--- src/rtl/pkg_uart.sv ---
// pkg_uart: shared types and defaults for the UART receive datapath
package pkg_uart;
  typedef logic [3:0] count_t;
  localparam count_t LAST_COUNT = 4'd10;
  localparam int DEF_BAUD_DIV = 5208;
  localparam bit DEF_PARITY_ODD = 1'b0;
endpackage

--- src/rtl/uart_baud_tick.sv ---
// uart_baud_tick: 16-bit baud counter (clk, rst, enable, clear) emitting a one-cycle mid-bit tick
module uart_baud_tick
  import pkg_uart::*;
#(
  parameter int BAUD_DIV = DEF_BAUD_DIV
) (
  input  logic clk,
  input  logic rst,
  input  logic enable,
  input  logic clear,
  output logic tick
);
  localparam logic [15:0] LAST = 16'(BAUD_DIV - 1);
  localparam logic [15:0] HALF = 16'(BAUD_DIV / 2 - 1);
  logic [15:0] cnt;
  always_ff @(posedge clk or posedge rst)
    if (rst) cnt <= '0;
    else if (clear) cnt <= '0;
    else if (enable) cnt <= (cnt == LAST) ? '0 : cnt + 16'd1;
  assign tick = enable & ~clear & (cnt == HALF);
endmodule

--- src/rtl/uart_rx_datapath.sv ---
// uart_rx_datapath: synchronizes i_rx, samples start/data/parity bits on baud ticks, latches o_data (i_load) and o_parity_err (i_pbit)
module uart_rx_datapath
  import pkg_uart::*;
#(
  parameter int BAUD_DIV   = DEF_BAUD_DIV,
  parameter bit PARITY_ODD = DEF_PARITY_ODD
) (
  input  logic       clk,
  input  logic       rst,
  input  logic       i_rx,
  input  logic       i_bauden,
  input  logic       i_clear,
  input  logic       i_load,
  input  logic       i_pbit,
  output count_t     o_count,
  output logic [7:0] o_data,
  output logic       o_parity_err,
  output logic       o_start_err
);
  logic [1:0] sync;
  logic [7:0] shreg;
  logic rx_s, tick, pbit_r;
  assign rx_s = sync[1];
  uart_baud_tick #(.BAUD_DIV(BAUD_DIV)) u_tick (
    .clk(clk),
    .rst(rst),
    .enable(i_bauden),
    .clear(i_clear),
    .tick(tick)
  );
  always_ff @(posedge clk or posedge rst)
    if (rst) sync <= 2'b11;
    else sync <= {sync[0], i_rx};
  always_ff @(posedge clk or posedge rst)
    if (rst) begin
      o_count <= '0;
      shreg <= '0;
      pbit_r <= 1'b0;
      o_start_err <= 1'b0;
      o_data <= 8'h00;
      o_parity_err <= 1'b0;
    end else begin
      if (i_clear) begin
        o_count <= '0;
        shreg <= '0;
        pbit_r <= 1'b0;
        o_start_err <= 1'b0;
      end else if (tick && o_count != LAST_COUNT) begin
        o_count <= o_count + 4'd1;
        if (o_count == 4'd0) o_start_err <= rx_s;
        else if (o_count != 4'd9) shreg <= {rx_s, shreg[7:1]};
        else pbit_r <= rx_s;
      end
      if (i_load) o_data <= shreg;
      if (i_pbit) o_parity_err <= ^(i_load ? shreg : o_data) ^ pbit_r ^ PARITY_ODD;
    end
endmodule

--- config.mk ---
export PLATFORM = sky130hd
export DESIGN_NAME = uart_rx_datapath
export DESIGN_NICKNAME = d
export VERILOG_FILES = /design/src/rtl/pkg_uart.sv /design/src/rtl/uart_baud_tick.sv /design/src/rtl/uart_rx_datapath.sv
export SDC_FILE = /design/constraint.sdc
export NUM_CORES = 1
export LEC_CHECK = 0
export BUFFER_PORTS_ARGS = -buffer_cell sky130_fd_sc_hd__buf_2
export CAP_MARGIN = 20
export CORE_MARGIN = 2
export CORE_UTILIZATION = 45
export CTS_CLUSTER_DIAMETER = 150
export DETAILED_ROUTE_END_ITERATION = 10
export GPL_TIMING_DRIVEN = 0
export PLACE_DENSITY = 0.61
export SLEW_MARGIN = 30
export SYNTH_ARGS = -nofsm -noshare
export SYNTH_HDL_FRONTEND = slang
export SYNTH_SLANG_ARGS = --single-unit
--- constraint.sdc ---
create_clock -name clk -period 3.2 [get_ports clk]
set_input_delay 0.64 -clock clk [delete_from_list [all_inputs] [get_ports clk]]
set_output_delay 0.64 -clock clk [all_outputs]
set_load 0.02 [all_outputs]
==> Yosys cells after proc, flatten, opt, wreduce, memory -nomap -nowiden <==
Index checks and enable logic that the tools add are counted.
Widths: inputs -> output; s select.
{ "op_classes": {"add_sub_neg": 2, "eq_ne": 6, "muxes": 17, "bitwise": 4, "reduce_logical": 10} }
{ "ops": {"columns": ["op", "count"], "rows": [
  ["$mux 16", 3],
  ["$mux 8", 5],
  ["$add 16x1->16 const B", 1],
  ["$eq 16x12->1 const B", 1],
  ["$eq 16x13->1 const B", 1],
  ["$mux 4", 2],
  ["$ne 4x4->1 const B", 2],
  ["$reduce_bool 2->1", 4],
  ["$reduce_xor 8->1", 1],
  ["$mux 1", 7],
  ["$reduce_and 3->1", 2],
  ["$add 4x1->4 const B", 1],
  ["$logic_not 4->1", 1],
  ["$ne 2x2->1 const B", 2],
  ["$and 1x1->1", 2],
  ["$reduce_and 2->1", 1],
  ["$logic_and 1x1->1", 1],
  ["$not 1->1", 1],
  ["$xor 1x1->1", 1]
]} }
{ "word_totals": {"reg_bits": 41, "in_bits": 7, "word_cells": 47} }

==> Depth between registers and ports, before layout <==
Gate-level depths: netlist (run 1).
{ "depth": {"word_depth": 6, "ltp_mapped": 7} }

==> Modules after synthesis <==
A second synthesis (run 1) with hierarchy kept.
{ "hier_totals": {"hier_cells": 214, "hier_area_um2": 2272.2} }
{ "by_module_without_submodules": {"columns": ["mod", "n_inst", "cells_per_inst", "area_per_inst_um2", "seq_area_each_um2"], "rows": [
  ["uart_rx_datapath", 1, 97, 1198.6, 628.1],
  ["uart_baud_tick", 1, 117, 1073.5, 400.4]
]} }

==> Least setup slack after synthesis (run 1) <==
Ideal clock, no wire load.
{ "synth_path": {"path_kind": "register to register", "startpoint": "reg u_tick.cnt[0]", "endpoint": "reg shreg[0]", "t_arrival_ns": 2.149, "t_required_ns": 3.068, "setup_slack_ns": 0.919, "stages_incl_launch_ff": 8, "path_buffers": 1, "cell_sequence": "dfrtp_1 > ha_1 > or4b_1 > or3_1 > buf_2 > nor3_4 > mux2i_1 > nor2_1"} }
{ "synth_between": {"elab_chain_cells": 5} }
{ "synth_lines": {"columns": ["item", "line_no", "source"], "rows": [
  ["from (decl)", "uart_baud_tick.sv:15", "logic [15:0] cnt;"],
  ["from (signal assigned)", "uart_baud_tick.sv:19", "else if (enable) cnt <= (cnt == LAST) ? '0 : cnt + 16'd1;"],
  ["$eq 16x12->1", "uart_baud_tick.sv:20", "assign tick = enable & ~clear & (cnt == HALF);"],
  ["$and 1x1->1", "uart_baud_tick.sv:20", null],
  ["$logic_and 1x1->1", "uart_rx_datapath.sv:48", "end else if (tick && o_count != LAST_COUNT) begin"],
  ["$reduce_bool 2->1 (no line)", null, null],
  ["$reduce_and 3->1 (no line)", null, null],
  ["to (signal assigned)", "uart_rx_datapath.sv:51", "else if (o_count != 4'd9) shreg <= {rx_s, shreg[7:1]};"],
  ["to (decl)", "uart_rx_datapath.sv:21", "logic [7:0] shreg;"]
]} }
Every way passes these cells.
A chain may end at the register's enable or synchronous reset.

==> Worst setup path after layout (run 1) <==
{ "layout_path": {"startpoint": "reg u_tick.cnt[0]", "endpoint": "reg u_tick.cnt[3]"} }
{ "layout_between": {"elab_chain_cells": 4, "word_cells_on_any_way": 5, "cone_classes": "1 x add/sub; 1 x eq/ne; 3 x mux"} }
{ "layout_lines": {"columns": ["item", "line_no", "source"], "rows": [
  ["$add 16x1->16 / $eq 16x13->1 (equally long branches)", "uart_baud_tick.sv:19", null],
  ["$mux 16 (*) (2 in series)", "uart_baud_tick.sv:19", null],
  ["$mux 16 (*)", "uart_baud_tick.sv:18", "else if (clear) cnt <= '0;"]
]} }
Every way passes the cells marked *; elsewhere a longest branch is shown, timed or not. The select of a mux whose other input is x is not followed.

==> results of run 1 <==
==> registers in the layout (all words and copies together), names as in the netlist <==
register / flops
u_tick.cnt: 16
o_start_err: 1
sync: 2
shreg: 8
o_count: 4
o_data: 8
o_parity_err: 1
pbit_r: 1
==> worst paths after layout <==
path	from	end	slack, ns	depth (start not counted)
worst max-delay path	u_tick.cnt[0]$_DFFE_PP0P_	u_tick.cnt[3]$_DFFE_PP0P_	0.48	7
worst min-delay path	rst	u_tick.cnt[9]$_DFFE_PP0P_	0.28	2
worst max register to register	u_tick.cnt[0]$_DFFE_PP0P_	u_tick.cnt[3]$_DFFE_PP0P_	0.48	7
worst min register to register	sync[0]$_DFF_PP1_	sync[1]$_DFF_PP1_	0.36	0
max in group asynchronous	rst	sync[1]$_DFF_PP1_	2.41	3
min in group clk	sync[0]$_DFF_PP1_	sync[1]$_DFF_PP1_	0.36	0
==> worst max-delay path: cells and delay by family (launching register included) <==
| kind | cells | cell delay (ns) |
|---|---|---|
| adder cells (fa/ha/maj) | 1 | 0.26 |
| AND/OR/NAND/NOR | 3 | 1.40 |
| buffers and inverters | 1 | 0.25 |
| AO/OA/AOI/OAI | 2 | 0.30 |
| flip-flops | 1 | 0.42 |
==> metrics by stage <==
stage          hold WS [ns]  area (sq um)
2_1_floorplan         0.345          2130
3_3_place_gp          0.346          2290
3_5_place_dp          0.349          2320
4_1_cts               0.285          2430
5_1_grt               0.298          2430
6_report              0.282          2430
==> cell type report <==
type	count	area [sq um]	share of cell area, %
timing repair buffer	20	115	4.73
multi-input combinational	149	1030	42.5
sequential	41	1030	42.3
buffer	6	27.5	1.13
inverter	12	45.0	1.85
clock inverter	3	46.3	1.90
tap	54	67.6	2.78
clock buffer	5	68.8	2.83
==> power groups by stage <==
| stage | clock network [W] | registers (W) | logic (W) |
|---|---|---|---|
| 5_1_grt | 0.000456 | 0.000530 | 0.0000588 |
| 3_3_place_gp | 0 | 0.000539 | 0.0000480 |
| 3_5_place_dp | 0 | 0.000539 | 0.0000521 |
| 2_1_floorplan | 0 | 0.000538 | 0.0000338 |
| 6_report | 0.000420 | 0.000529 | 0.0000512 |
| 4_1_cts | 0.000435 | 0.000529 | 0.0000524 |
==> kinds of logic (layout without fill, tap and decap cells) <==
kind of cell	after synthesis	after routing
AOI/OAI and AO/OA	32	32
xor gates and xnor gates	12	12
adders and majority gates	5	5
buffers and inverters	18	46
DFF	41	41
muxes	21	21
and+or+nand+nor	79	79
==> cells in the final DEF (no fill, tap or decap), types with 8 or more instances in the layout <==
cell type   n
o21ai_0    11
inv_1      11
buf_2      23
nor2_1     22
mux2_2      8
a21oi_1    10
nand2_1    12
dfrtp_1    39
nand3_1    10
mux2i_1    13
==> layer usage <==
metal	routed length, microns	track usage [%]
met1	2180	27.3
met2	1770	25.1
met3	121	4.14
met4	34	4.94
met5	0	0
==> impl_metrics.tcl, run 1 <==
set metrics [dict create \
    status "finished clean" \
    worstMarginPinSlew_ns 0.694 \
    setup_viol 0 \
    drtAntennaViolNets 0 \
    clk_latency_ns 0.29 \
    syn-num-nets 220 \
    synth_cell_type_count 38 \
    finalNetCount 247 \
    htree_levels 2 \
    pwr-share-clk_pct 42.0 \
    numCtsBuffers 5 \
    clock-sinks 41 \
    die_h_microns 72.8 \
    arrival_ns 2.92 \
    fp-row-count 25 \
    ir_worst_vdd_mv 0.200 \
    grt.overflow.total 0 \
    ctsHoldBuffers 0 \
    layout-drive-gt1-share_pct 20.3 \
    dpl.hpwl_microns 2850 \
    grt_pass1_vias 1508 \
    yosysTopAreaCellShare_pct 45.8 \
    p_int_w 0.000774 \
    path_cells "ha_1 > or4b_1 > nor4_1 > or3b_1 > buf_2 > o21ai_0 > a21o_1" \
    start_util_pct 46.0 \
    antenna_found_initial 0 \
    preCtsSetupSlack_ns 0.556 \
    p_sw_w 0.000226 \
    cts_root_buf "clkbuf_8" \
    synth-async-reset-ratio_pct 100 \
    die_w_microns 72.8 \
    powerDensity_nw_per_um2 411 \
    cp_max_fo 10 \
    timing.max_cap.violations 0 \
    critPathMaxStageDelay_ns 0.60 \
    synth_most_common_cell "dfrtp_1" \
    synth-xor-area-share_pct 6.23 \
    startpoint_type "flip-flop" \
    placedCellCount 282 \
    gp_congestion 0.838 \
    max_slew_margin_pct 53.5 \
    finalNonFillerCells 290 \
    ioPinCount 21 \
    critPathRequiredTime_ns 3.39 \
    finalClockSkew_ns 0.00906 \
    antenna_cells 0 \
    pwr-share-comb_pct 5.1 \
    routed_wirelength_microns 4100 \
    fin_crit_ns 2.72 \
    ys_seq_elements 41 \
    switching_share_pct 22.6 \
    synth_commonest_cells "dfrtp_1, nor2_1, mux2i_1, inv_1, nand2_1" \
    worst-setup-path-type "flip-flop to flip-flop" \
    synth_area_leaders "dfrtp_1, mux2i_1, mux2_2, nor2_1, ha_1" \
    hold_path.class "input pin to async pin" \
    cp_slowest_cell "nor4_1" \
    firstDrtPassIters 4 \
    postLayoutCoreUtil_pct 52.5 \
    drtIter0Drc 60 \
    leakage_nw 1.15 \
    yosys.area_share.simple_pct 19.9 \
    power_w 0.00100 \
    slew_violations 0 \
    synth_compound_area_share_pct 8.93 \
    grt_use_total_pct 17.8 \
    end_kind "flip-flop" \
    post-route-period-util_pct 85.1 \
    nFillCells 439 \
    syn_area_sq_um 2130 \
    io_buffers 19 \
    muxShareOfSynthArea_pct 10.3 \
    dieArea_sq_um 5300 \
    fin_ws_ns 0.475 \
    post_cts_buffers 0 \
    synthAdderAreaFrac_pct 2.94 \
    rsz0062_at_grt "no" \
    core_area_sq_um 4630 \
    synth_top_family_by_area "simple AND/OR/NAND/NOR gates" \
    drc 0 \
    pwr-share-seq_pct 52.9 \
    grt_pass1_wl_microns 7310 \
    area_delta_synth_final_pct 14.2 \
    clockBufferDepth 2 \
    syn_inst 208 \
    synth_seq_area_share_pct 48.3 \
    clock.fmax_mhz 367 \
    avgSynthCellArea_sq_um 10.2 \
    synth_edf_count 0 \
    setup_tns_ns 0 \
    grt_max_degree 31 \
    hold_viol 0 \
    postCtsResizedCells 0 \
    avgViaCountPerCell 5.43 \
    clk_pin_slew_worst_paths_ns 0.08 \
    vias 1575 \
    synth-main-ff-cell "dfrtp_1" \
    yosysWarnings 0 \
    synth.largest_area_cell "dfrtp_1" \
    avgRoutedWirePerCell_microns 14.1 \
    cts_tree "yes" \
]
(Power assumes the default switching activity.)
==> inputs of run 2 (changes only) <==
- CTS_CLUSTER_SIZE: unset -> 14
- PLACE_DENSITY: 0.61 -> 0.64
- clock period: 3.2 -> 2.4 ns (I/O delays scaled with it)
==> impl_metrics.tcl, run 2 (synthesized netlist as in run 1, its figures left out) <==
set metrics [dict create \
    largest_register_ffs 16 \
    numCtsBuffers 5 \
    clk_latency_ns 0.30 \
    fp-row-count 25 \
    path_cells "ha_4 > or4b_4 > or3_1 > buf_2 > nor4_1 > mux2i_1 > nor2_1" \
    die_w_microns 72.8 \
    crit_family "simple AND/OR/NAND/NOR gates" \
    status "finished clean" \
    fin_crit_ns 2.31 \
    finalClockSkew_ns 0.00478 \
    avgViaCountPerCell 5.52 \
    place_area_sq_um 2320 \
    firstDrtPassIters 4 \
    antenna_found_initial 0 \
    die_h_microns 72.8 \
    hold_viol 0 \
    timing.max_cap.violations 0 \
    htree_levels 2 \
    grt_pass1_wl_microns 6960 \
    vias 1622 \
    finalNonFillerCells 294 \
    cts_root_buf "clkbuf_8" \
    largestRegisters "u_tick.cnt: 16 flops, o_data: 8 flops, shreg: 8 flops" \
    area_delta_synth_final_pct 18.2 \
    clock-sinks 41 \
    cts_tree "yes" \
    ir_worst_vdd_mv 0.325 \
    clockBufferDepth 2 \
    grt_max_degree 31 \
    core_area_sq_um 4630 \
    routed_wirelength_microns 4170 \
    rsz0062_at_grt "yes" \
    drc 0 \
    fin_hold_ws_ns 0.109 \
    worst-setup-path-type "flip-flop to flip-flop" \
    dieArea_sq_um 5300 \
    dpl.hpwl_microns 2820 \
    leakage_nw 1.18 \
    avgRoutedWirePerCell_microns 14.2 \
    drtAntennaViolNets 0 \
    finalInstanceArea_sq_um 2520 \
    cp_max_fo 7 \
    layout_commonest_cell "dfrtp_1" \
    final_cell_mix "dfrtp_1, buf_2, nor2_1" \
    clk_pin_slew_worst_paths_ns 0.08 \
    placedCellCount 282 \
    grt.overflow.total 0 \
    drtIter0Drc 91 \
    finalNetCount 251 \
    worstMarginPinSlew_ns 0.661 \
    antenna_cells 0 \
    post-route-period-util_pct 96.2 \
    slew_violations 0 \
    critPathRequiredTime_ns 2.57 \
    postLayoutCoreUtil_pct 54.4 \
    hold_path.class "input pin to async pin" \
    end_kind "flip-flop" \
    r2r_slack_ns 0.09 \
    startpoint_type "flip-flop" \
    grt_use_total_pct 17.2 \
    worst-path-buf-inv 1 \
    critPathMaxStageDelay_ns 0.49 \
    largest_register "u_tick.cnt" \
    setup_viol 0 \
    gp_congestion 0.838 \
    max_slew_margin_pct 55.8 \
    arrival_ns 2.48 \
    cp_slowest_cell "or4b_4" \
    layout-drive-gt1-share_pct 23.8 \
    io_buffers 19 \
    powerDensity_nw_per_um2 533 \
    grt_pass1_vias 1440 \
    clock.fmax_mhz 433 \
    ioPinCount 21 \
    ctsHoldBuffers 0 \
    start_util_pct 46.0 \
]
run 2: power breakdown:
group	switching, W	internal (W)	total (W)
Clock	0.000247	0.000311	0.000559
Combinational	0.0000477	0.0000300	0.0000777
Sequential	0.00000713	0.000698	0.000705
run 2: path summary, 6_finish.rpt:
path	start	endpoint	depth (start not counted)
worst min-delay path	rst	u_tick.cnt[5]$_DFFE_PP0P_	2
worst min register to register	sync[0]$_DFF_PP1_	sync[1]$_DFF_PP1_	0
min in group clk	i_rx	sync[0]$_DFF_PP1_	1
max in group asynchronous	rst	sync[1]$_DFF_PP1_	3
worst max-delay path	u_tick.cnt[1]$_DFFE_PP0P_	o_start_err$_DFFE_PP0P_	7
worst max register to register	u_tick.cnt[1]$_DFFE_PP0P_	o_start_err$_DFFE_PP0P_	7
run 2: worst reg2reg max path, stage by stage, from the launching register on:
cell and delay, ns:
dfrtp_1 0.42, ha_4 0.18, or4b_4 0.49, or3_1 0.32, buf_2 0.18, nor4_1 0.33
mux2i_1 0.22, nor2_1 0.05
run 2: layout make-up:
class / instances / area [sq um]
sequential: 41 / 1030
multi-input combinational: 149 / 1070
timing repair buffer: 24 / 158
buffer: 6 / 30.0
tap: 54 / 67.6
fill: 423 / 2110
clock inverter: 3 / 46.3
inverter: 12 / 45.0
clock buffer: 5 / 68.8
run 2: metrics by stage:
| stage | setup slack, ns | total power, W | setup TNS, ns |
|---|---|---|---|
| global placement | -0.150 | 0.000782 | -1.47 |
| detailed placement | -0.211 | 0.000787 | -2.05 |
| global route | -0.0191 | 0.00140 | -0.0383 |
| CTS | 0.0163 | 0.00135 | 0 |
| floorplan | 0.119 | 0.000762 | 0 |
| finish | 0.0919 | 0.00134 | 0 |
run 2: routing by layer:
metal | part of all wire, % | global-route usage, %
met5 | 0 | 0
met4 | 2.0 | 7.41
met3 | 2.1 | 3.73
met2 | 43 | 23.7
met1 | 53 | 25.8
run 2: timing repair:
item / CTS / global route
buffers inserted: 1 / 3
pin swaps: 1 / 2
resized for setup: 6 / 2
setup endpoints to repair: 16 / 14
==> inputs of run 3 (changes only) <==
- PLACE_DENSITY: 0.64 -> 0.66
==> impl_metrics.tcl, run 3 (synthesized netlist as in run 1, its figures left out) <==
set metrics [dict create \
    final_cell_mix "dfrtp_1, buf_2, nor2_1" \
    clk_pin_slew_worst_paths_ns 0.08 \
    fin_crit_ns 2.28 \
    largest_register_ffs 16 \
    leakage_nw 1.18 \
    powerDensity_nw_per_um2 543 \
    grt_pass1_wl_microns 7250 \
    startpoint_type "flip-flop" \
    cp_max_fo 10 \
    hold_viol 0 \
    slew_violations 0 \
    drc 0 \
    nFillCells 412 \
    ctsHoldBuffers 0 \
    die_h_microns 72.8 \
    grt_max_degree 27 \
    max_slew_margin_pct 55.8 \
    layout_commonest_cell "dfrtp_1" \
    post-route-period-util_pct 94.9 \
    avgRoutedWirePerCell_microns 14.9 \
    gp_congestion 0.864 \
    antenna_found_initial 0 \
    clock-sinks 41 \
    grt_pass1_vias 1505 \
    place_area_sq_um 2320 \
    drtAntennaViolNets 0 \
    ioPinCount 21 \
    layout-drive-gt1-share_pct 23.8 \
    finalClockSkew_ns 0.00675 \
    clock.fmax_mhz 439 \
    core_area_sq_um 4630 \
    cts_tree "yes" \
    avgViaCountPerCell 5.48 \
    largest_register "u_tick.cnt" \
    finalNetCount 250 \
    timing.max_cap.violations 0 \
    met3_length_microns 155 \
    area_delta_synth_final_pct 18.8 \
    r2r_slack_ns 0.12 \
    finalInstanceArea_sq_um 2530 \
    end_kind "flip-flop" \
    io_buffers 19 \
    clk_latency_ns 0.30 \
    worst-setup-path-type "flip-flop to flip-flop" \
    wl_met1_microns 2110 \
    ir_worst_vdd_mv 0.292 \
    arrival_ns 2.47 \
    cts_root_buf "clkbuf_8" \
    routed_wirelength_microns 4380 \
    finalNonFillerCells 293 \
    top_layer "met4" \
    rsz0062_at_grt "no" \
    worstMarginPinSlew_ns 0.661 \
    dpl.hpwl_microns 2960 \
    start_util_pct 46.0 \
    htree_levels 2 \
    dieArea_sq_um 5300 \
    grt_use_total_pct 17.7 \
    fp-row-count 25 \
    hold_path.class "input pin to async pin" \
    setup_tns_ns 0 \
    numCtsBuffers 5 \
    firstDrtPassIters 4 \
    status "finished clean" \
    vias 1605 \
    clockBufferDepth 2 \
    largestRegisters "u_tick.cnt: 16 flops, o_data: 8 flops, shreg: 8 flops" \
    drtIter0Drc 88 \
    critPathRequiredTime_ns 2.59 \
    grt.overflow.total 0 \
    route.met2.wl_microns 2030 \
    placedCellCount 282 \
    die_w_microns 72.8 \
    setup_viol 0 \
    antenna_cells 0 \
]
## run 3: layout make-up
type	count	area, sq um	share of cell area [%]
sequential	41	1030	40.7
clock inverter	2	37.5	1.48
timing repair buffer	23	150	5.93
inverter	12	45.0	1.78
clock buffer	6	82.6	3.26
buffer	6	30.0	1.19
multi-input combinational	149	1090	43.0
tap	54	67.6	2.67
## run 3: final timing paths
kind / cells past startpoint / end / start
min in group clk: 1 / sync[0]$_DFF_PP1_ / i_rx
max reg2reg: 7 / u_tick.cnt[3]$_DFFE_PP0P_ / u_tick.cnt[0]$_DFFE_PP0P_
min reg2reg: 0 / sync[1]$_DFF_PP1_ / sync[0]$_DFF_PP1_
max: 7 / u_tick.cnt[3]$_DFFE_PP0P_ / u_tick.cnt[0]$_DFFE_PP0P_
min: 2 / shreg[5]$_DFFE_PP0P_ / rst
max in group asynchronous: 3 / sync[1]$_DFF_PP1_ / rst
## run 3: per-stage QoR
stage	hold WS, ns	setup WS (ns)	power, W	util, %
6_report	0.142	0.123	0.00137	54.6
5_1_grt	0.167	0.00661	0.00143	54.6
4_1_cts	0.144	0.00782	0.00138	53.5
3_3_place_gp	0.346	-0.139	0.000782	49.5
2_1_floorplan	0.345	0.119	0.000762	-
3_5_place_dp	0.347	-0.174	0.000788	50.1
## run 3: layer usage
layer / GRT usage (%) / up-vias
li1: - / 793
met1: 25.3 / 769
met2: 26.3 / 35
met3: 4.14 / 8
met4: 6.38 / 0
met5: 0 / -
## run 3: repair_timing
action	4_1_cts	5_1_grt
hold endpoints to repair	0	0
resized for setup	4	7
pin swaps	1	2
gates cloned	0	0
endpoints found under the setup margin	16	16
setup buffers	1	2
## run 3: worst max-delay path, cell delays in order (launching register included)
cell     delay (ns)
dfrtp_1        0.42
ha_4           0.18
or4b_4         0.49
nor4_4         0.36
or3b_4         0.22
buf_2          0.21
o21ai_0        0.11
a21o_1         0.18
## run 3: report_power, final
part | internal (W) | total (W) | switching [W]
logic | 0.0000283 | 0.0000772 | 0.0000488
clock network | 0.000338 | 0.000591 | 0.000253
registers | 0.000698 | 0.000706 | 0.00000755
total | 0.00106 | 0.00137 | 0.000309
